===== config.mk =====
export PLATFORM = sky130hd
export DESIGN_NAME = uart_rx_ctrl
export DESIGN_NICKNAME = d
export VERILOG_FILES = /design/src/rtl/uart_rx_ctrl.sv
export SDC_FILE = /design/constraint.sdc
export NUM_CORES = 1
export LEC_CHECK = 0
export CAP_MARGIN = 20
export CORE_MARGIN = 1
export CORE_UTILIZATION = 53
export DETAILED_ROUTE_END_ITERATION = 8
export GPL_TIMING_DRIVEN = 0
export PLACE_DENSITY = 0.83
export SLEW_MARGIN = 0
export SYNTH_ARGS = -nofsm -noshare
export SYNTH_HDL_FRONTEND = slang
export SYNTH_SLANG_ARGS = --single-unit
export TNS_END_PERCENT = 100

===== constraint.sdc =====
create_clock -name Clk -period 3.1 [get_ports Clk]
set_clock_uncertainty 0.05 [all_clocks]
set_input_delay 0.31 -clock Clk [delete_from_list [all_inputs] [get_ports Clk]]
set_output_delay 0.31 -clock Clk [all_outputs]
set_load 0.01 [all_outputs]

===== src/rtl/uart_rx_ctrl.sv =====
// uart_rx_ctrl -- frame-level controller for the UART receiver.
//
// Detects a start condition on RX_IN and runs the per-bit tick counter that
// drives the external majority-vote sampler. At the end of every bit it
// takes the sampler's Sampled_bit and uses it as the start check, a data
// bit (LSB first), the parity bit or the stop bit. The received byte is
// presented with a one-cycle valid strobe.
//
// Ports
//   Clk          oversampling clock, Prescale ticks per bit
//   Rst          asynchronous, active-low reset
//   RX_IN        serial line, idle high; used for start detection only
//   Prescale     oversampling ratio (even, 8..32), captured at frame start
//   PAR_EN       parity bit present, captured at frame start
//   PAR_TYP      0 = even, 1 = odd parity, captured at frame start
//   Sampled_bit  voted bit value from the data sampler
//   Edge_count   tick index within the current bit, drives the sampler
//   Bit_count    frame bit index: start=0, data=1..DATA_WIDTH, parity, stop
//   P_DATA       last good received byte
//   Data_valid   one-cycle pulse when P_DATA is updated
//   Par_err      one-cycle pulse at frame end on parity mismatch
//   Stp_err      one-cycle pulse at frame end when the stop bit is 0
//   Busy         high whenever a frame is in progress
//
// state    | meaning
// ---------+------------------------------------------------------------
// S_IDLE   | line idle, waiting for RX_IN low
// S_START  | inside the start bit; a high vote at its end is a glitch
// S_DATA   | shifting in DATA_WIDTH data bits, LSB first
// S_PARITY | checking the parity bit against the received data
// S_STOP   | checking the stop bit, then publishing the byte or flags

module uart_rx_ctrl #(
   parameter int DATA_WIDTH = 8,
   parameter int PRESCALE_W = 6
) (
   input  logic                  Clk,
   input  logic                  Rst,
   input  logic                  RX_IN,
   input  logic [PRESCALE_W-1:0] Prescale,
   input  logic                  PAR_EN,
   input  logic                  PAR_TYP,
   input  logic                  Sampled_bit,
   output logic [PRESCALE_W-1:0] Edge_count,
   output logic [3:0]            Bit_count,
   output logic [DATA_WIDTH-1:0] P_DATA,
   output logic                  Data_valid,
   output logic                  Par_err,
   output logic                  Stp_err,
   output logic                  Busy
);

   typedef enum logic [2:0] {
      S_IDLE,
      S_START,
      S_DATA,
      S_PARITY,
      S_STOP
   } state_t;

   localparam logic [3:0] LAST_DATA = 4'(DATA_WIDTH);

   state_t                 state;
   logic [PRESCALE_W-1:0]  pc;
   logic                   pe;
   logic                   pt;
   logic [DATA_WIDTH-1:0]  shift_reg;
   logic                   par_fail;
   logic                   eob;

   assign eob = (Edge_count == (pc - PRESCALE_W'(1)));

   always_ff @(posedge Clk or negedge Rst) begin
      if (!Rst) begin
         state      <= S_IDLE;
         pc         <= '0;
         pe         <= 1'b0;
         pt         <= 1'b0;
         shift_reg  <= '0;
         par_fail   <= 1'b0;
         Edge_count <= '0;
         Bit_count  <= '0;
         P_DATA     <= '0;
         Data_valid <= 1'b0;
         Par_err    <= 1'b0;
         Stp_err    <= 1'b0;
         Busy       <= 1'b0;
      end else begin
         Data_valid <= 1'b0;
         Par_err    <= 1'b0;
         Stp_err    <= 1'b0;

         if (state == S_IDLE) begin
            Edge_count <= '0;
            Bit_count  <= '0;
            if (!RX_IN) begin
               // The detecting edge counts as tick 0 of the start bit, so
               // bit k closes on the edge (k+1)*pc after detection.
               pc       <= Prescale;
               pe       <= PAR_EN;
               pt       <= PAR_TYP;
               par_fail <= 1'b0;
               state    <= S_START;
               Busy     <= 1'b1;
            end
         end else begin
            if (eob) begin
               Edge_count <= '0;
               Bit_count  <= Bit_count + 4'd1;
            end else begin
               Edge_count <= Edge_count + PRESCALE_W'(1);
            end

            if (eob) begin
               case (state)
                  S_START: begin
                     if (Sampled_bit) begin
                        state     <= S_IDLE;
                        Busy      <= 1'b0;
                        Bit_count <= '0;
                     end else begin
                        state <= S_DATA;
                     end
                  end
                  S_DATA: begin
                     shift_reg <= {Sampled_bit, shift_reg[DATA_WIDTH-1:1]};
                     if (Bit_count == LAST_DATA)
                        state <= pe ? S_PARITY : S_STOP;
                  end
                  S_PARITY: begin
                     if (Sampled_bit != ((^shift_reg) ^ pt))
                        par_fail <= 1'b1;
                     state <= S_STOP;
                  end
                  S_STOP: begin
                     state     <= S_IDLE;
                     Busy      <= 1'b0;
                     Bit_count <= '0;
                     Par_err   <= par_fail;
                     Stp_err   <= ~Sampled_bit;
                     if (!par_fail && Sampled_bit) begin
                        P_DATA     <= shift_reg;
                        Data_valid <= 1'b1;
                     end
                  end
                  default: begin
                     state     <= S_IDLE;
                     Busy      <= 1'b0;
                     Bit_count <= '0;
                  end
               endcase
            end
         end
      end
   end

endmodule

After elaboration in Yosys (flattened, before gate mapping)
Index checks and enable logic that the tools add are counted.
W data, S select, Z words.
{"block": "word_totals", "latchBits": 0, "rom_bits": 0, "regBits": 42, "elab_cells": 79, "n_memories": 0, "mem_bits_rw": 0, "input_bits": 12}
{"block": "op_classes", "multipliers": 0, "n_addsub": 3, "bitwise": 4, "n_eq_ne": 11, "n_lt_le_gt_ge": 0, "shifts": 0, "mux": 34, "n_reduce_logical": 14, "n_div": 0}
{"cell": "$mux W1", "n": 19}
{"cell": "$mux W4", "n": 4}
{"cell": "$mux W3", "n": 5}
{"cell": "$mux W6", "n": 2}
{"cell": "$reduce_and A4 Y1", "n": 3}
{"cell": "$pmux W3 S3", "n": 1}
{"cell": "$pmux W4 S2", "n": 1}
{"cell": "$reduce_xor A8 Y1", "n": 1}
{"cell": "$add A6 B1 Y6 const B", "n": 1}
{"cell": "$eq A3 B2 Y1 const B", "n": 2}
{"cell": "$eq A6 B6 Y1", "n": 1}
{"cell": "$ne A3 B3 Y1 const B", "n": 2}
{"cell": "$reduce_and A3 Y1", "n": 2}
{"cell": "$reduce_bool A2 Y1", "n": 3}
{"cell": "$sub A6 B1 Y6 const B", "n": 1}
{"cell": "$add A4 B1 Y4 const B", "n": 1}
{"cell": "$eq A4 B4 Y1 const B", "n": 1}
{"cell": "$eq A3 B1 Y1 const B", "n": 1}
{"cell": "$eq A3 B3 Y1 const B", "n": 1}
{"cell": "$logic_not A3 Y1", "n": 1}
{"cell": "$not A1 Y1", "n": 3}
{"cell": "$mux W2", "n": 1}
{"cell": "$ne A2 B1 Y1 const B", "n": 1}
{"cell": "$ne A2 B2 Y1 const B", "n": 1}
{"cell": "other kinds (7)", "n": 7}

Longest topological paths before layout
{"block": "depth", "ltp_word": 7, "mapped_depth": 8, "ltp_nobuf": 7}

Worst setup path before layout
Ideal clock, no wire load.
{"block": "synth_path", "path_type": "reg-to-reg", "startpoint": "register pc[0]", "endpoint": "register P_DATA[0]", "setup_time_ns": 0.125, "n_path_buf": 0, "stages_incl_launch_ff": 8, "t_arrival_ns": 2.255, "path_slack_ns": 0.670, "period_less_slack_ns": 2.430, "path_cell_list": "dfrtp_1 > inv_1 > ha_1 > nor2b_1 > or3_1 > a31o_2 > nor4_4 > mux2_2"}
{"block": "synth_between", "elab_chain_cells": 3}
{"element": "from (decl)", "line": "64", "source": "logic [PRESCALE_W-1:0] pc;"}
{"element": "from (signal assigned)", "line": "99", "source": "pc <= Prescale;"}
{"element": "$sub A6 B1 Y6", "line": "71", "source": "assign eob = (Edge_count == (pc - PRESCALE_W'(1)));"}
{"element": "$eq A6 B6 Y1", "line": "71"}
{"element": "$reduce_and A4 Y1 (no source line)"}
{"element": "to (signal assigned)", "line": "142", "source": "P_DATA <= shift_reg;"}
{"element": "to (decl)", "line": "46", "source": "output logic [DATA_WIDTH-1:0] P_DATA,"}
No other way between the ends.
A chain may end at the register's enable or synchronous reset.

Worst setup path after layout
{"block": "layout_path", "startpoint": "register pc[0]", "endpoint": "register P_DATA[7]"}
Same word-level chain as after synthesis.

==> results.cfg <==
[placed_design]
io_buffers = 33
dpl.hpwl_um = 2770
place.gp.congestion = 0.778

[synthesis]
synthesis.area_mm2 = 0.00207
synth_top_cell_area_share = 0.507
synth_top_area_cell = dfrtp_1
ys_seq_area_frac = 0.507
ys_types = 37
syn_nets = 203
async_reset_ff_frac = 1.00
synth.top_cells.by_count = dfrtp_1 (42), nand2_1 (24), mux2_2 (16), xnor2_1 (13), nor3_1 (10)
ys_top_cells_by_area = dfrtp_1 (51%), mux2_2 (8.7%), xnor2_1 (5.5%), nand2_1 (4.3%), xor2_1 (2.5%)
synth_most_common_cell = dfrtp_1
ys_ff_latch = 42
ys.warnings.count = 0
syn_inst = 187
synth_ff_type = dfrtp_1
syn_area_per_cell_um2 = 11.1
synth_edf_count = 0

[sta]
tightest_slew_ps = 606
fin_crit_sh = 0.857
hold_viol = 0
hold_ws_ps = 293
rsz0062_at_grt = no
fin_crit_ps = 2660
maxSlewViolCount = 0
relSlewSlack = 0.593
max_freq_mhz = 376
setup_tns_ps = 0
setup_viol = 0

[power]
switching_share = 0.425
leakage_nw = 1.11
power.internal_mw = 1.27
peakVddDrop_mv = 0.636
p_total_mw = 2.21
seqPwrFrac = 0.375
power_density_mw_per_mm2 = 859
p_sw_mw = 0.939
comb_power_share = 0.469
p_clk_frac = 0.156

[layout]
fillers = 291
ff_latch_area_mm2 = 0.00105
syn_to_final_growth_pct = 24.2
multi_input_area_um2 = 976
diodes = 0
nets = 245
drive_gt1_frac = 0.143

[route]
drtIter0Drc = 184
wl_per_cell_um = 14.1
antenna_left = 0
routed_wl_um = 3930
vias_per_cell = 5.56
post-route-drc-count = 0
wl_met2_um = 1860
num_vias = 1547
dr.max_layer_used = met4
wl_met3_um = 156
wl_met1_um = 1840
dr.pass1.iters = 4

[critical_path]
startpoint_type = flip-flop
arrival_ps = 2790
cp.required_ps = 3230
cp_max_fo = 9
end_kind = flip-flop
path_class = reg2reg
rrSetupSlack_ps = 440

[run]
maxCapViolCount = 0

[clock_network]
cts_root_buf = clkbuf_8
ctsHoldBuffers = 1
cts_tree = done
clock_path_buffers = 2
cts_made_buffers = 5
clk-insertion-delay-late_ps = 300
cts_resized = 0
cts_sinks = 42
h-tree-depth = 2
clkTransAtPathRegs_ps = 80
post-cts-setup-buffers = 0

[floorplan]
die-area_mm2 = 0.00417
rows = 22
start_util = 0.558
ioPinCount = 34
fp.dieW_um = 64.5
core_area_mm2 = 0.00372
die_y_um = 64.5

[worst_hold_path]
worstHoldPathType = in2async

[grt]
overflow = 0
grt_max_degree = 42
antenna_found_initial = 0
grt_pass1_wl_um = 6760
gr-usage-all-layers = 0.215
first_global_vias = 1478

[run_status]
status = completed
-- per-layer routing --
| layer | vias up | global-route usage |
|---|---|---|
| met1 | 750 | 0.289 |
| li1 | 751 | - |
| met3 | 6 | 0.0546 |
| met4 | 0 | 0.0833 |
| met2 | 40 | 0.334 |
| met5 | - | 0 |
-- layout make-up --
type / instances / area share
flip-flops and latches: 42 / 0.408
clock inverters: 2 / 0.00534
plain buffers: 7 / 0.0107
inverters: 5 / 0.00729
repair buffers: 35 / 0.138
well taps: 48 / 0.0233
clock buffers: 6 / 0.0282
multi-input cells: 133 / 0.379
-- power groups by stage --
| stage | registers, mW | clock network (mW) | logic (mW) |
|---|---|---|---|
| floorplan | 0.823 | 0 | 0.752 |
| global placement | 0.830 | 0 | 1.00 |
| detailed placement | 0.841 | 0 | 1.03 |
| CTS | 0.832 | 0.351 | 1.03 |
| global route | 0.850 | 0.375 | 1.15 |
| finish | 0.829 | 0.345 | 1.04 |
-- cells by family (layout without fill, tap and decap cells) --
family	after synthesis	count (layout)	share of synthesized area
AOI/OAI and AO/OA	25	25	0.0905
xor gates and xnor gates	19	19	0.0803
adders and majority gates	4	4	0.0241
buffers and inverters	12	55	0.0223
DFF	42	42	0.507
muxes	16	16	0.0869
and+or+nand+nor	69	69	0.189
-- final timing paths --
kind                            startpoint             to  depth (start not counted)
worst max register to register       pc[0]      P_DATA[7]                          7
worst min register to register       pc[5]          pc[5]                          2
min in group Clk                     pc[5]          pc[5]                          2
max in group asynchronous              Rst      P_DATA[3]                          3
worst max-delay path                 pc[0]      P_DATA[7]                          7
worst min-delay path                   Rst  Edge_count[1]                          2
-- metrics by stage --
| step | util | instance area (um^2) | cells | worst slack (ps) |
|---|---|---|---|---|
| after floorplan | - | 2070 | 187 | 670 |
| after global placement | 0.663 | 2460 | 268 | 480 |
| after detailed placement | 0.667 | 2480 | 269 | 412 |
| after CTS | 0.693 | 2570 | 278 | 410 |
| after global routing | 0.693 | 2570 | 278 | 298 |
| final | 0.693 | 2570 | 278 | 442 |
-- worst max-delay path, stage by stage, from the launching register on --
cell and delay [ps]:
dfrtp_1 400, inv_1 80, ha_1 230, nor2b_1 130, or3_1 370, a31o_2 300
nor4_4 580, mux2_2 400
-- cell usage in the layout, fill, tap and decap left out, drive strengths merged, types with 2 or more instances in the layout --
cell / n
buf: 3
nor4: 4
clkbuf: 12
nor3: 11
xor2: 6
inv: 5
clkinv: 2
ha: 4
clkdlybuf4s50: 32
nor2b: 4
nand2b: 3
nor2: 7
o21ai: 6
o41ai: 2
xnor2: 13
a21oi: 5
o31ai: 4
dfrtp: 42
nand2: 24
a31oi: 2
mux2: 16
nand3: 4
nand4: 4
(Power assumes the default switching activity.)
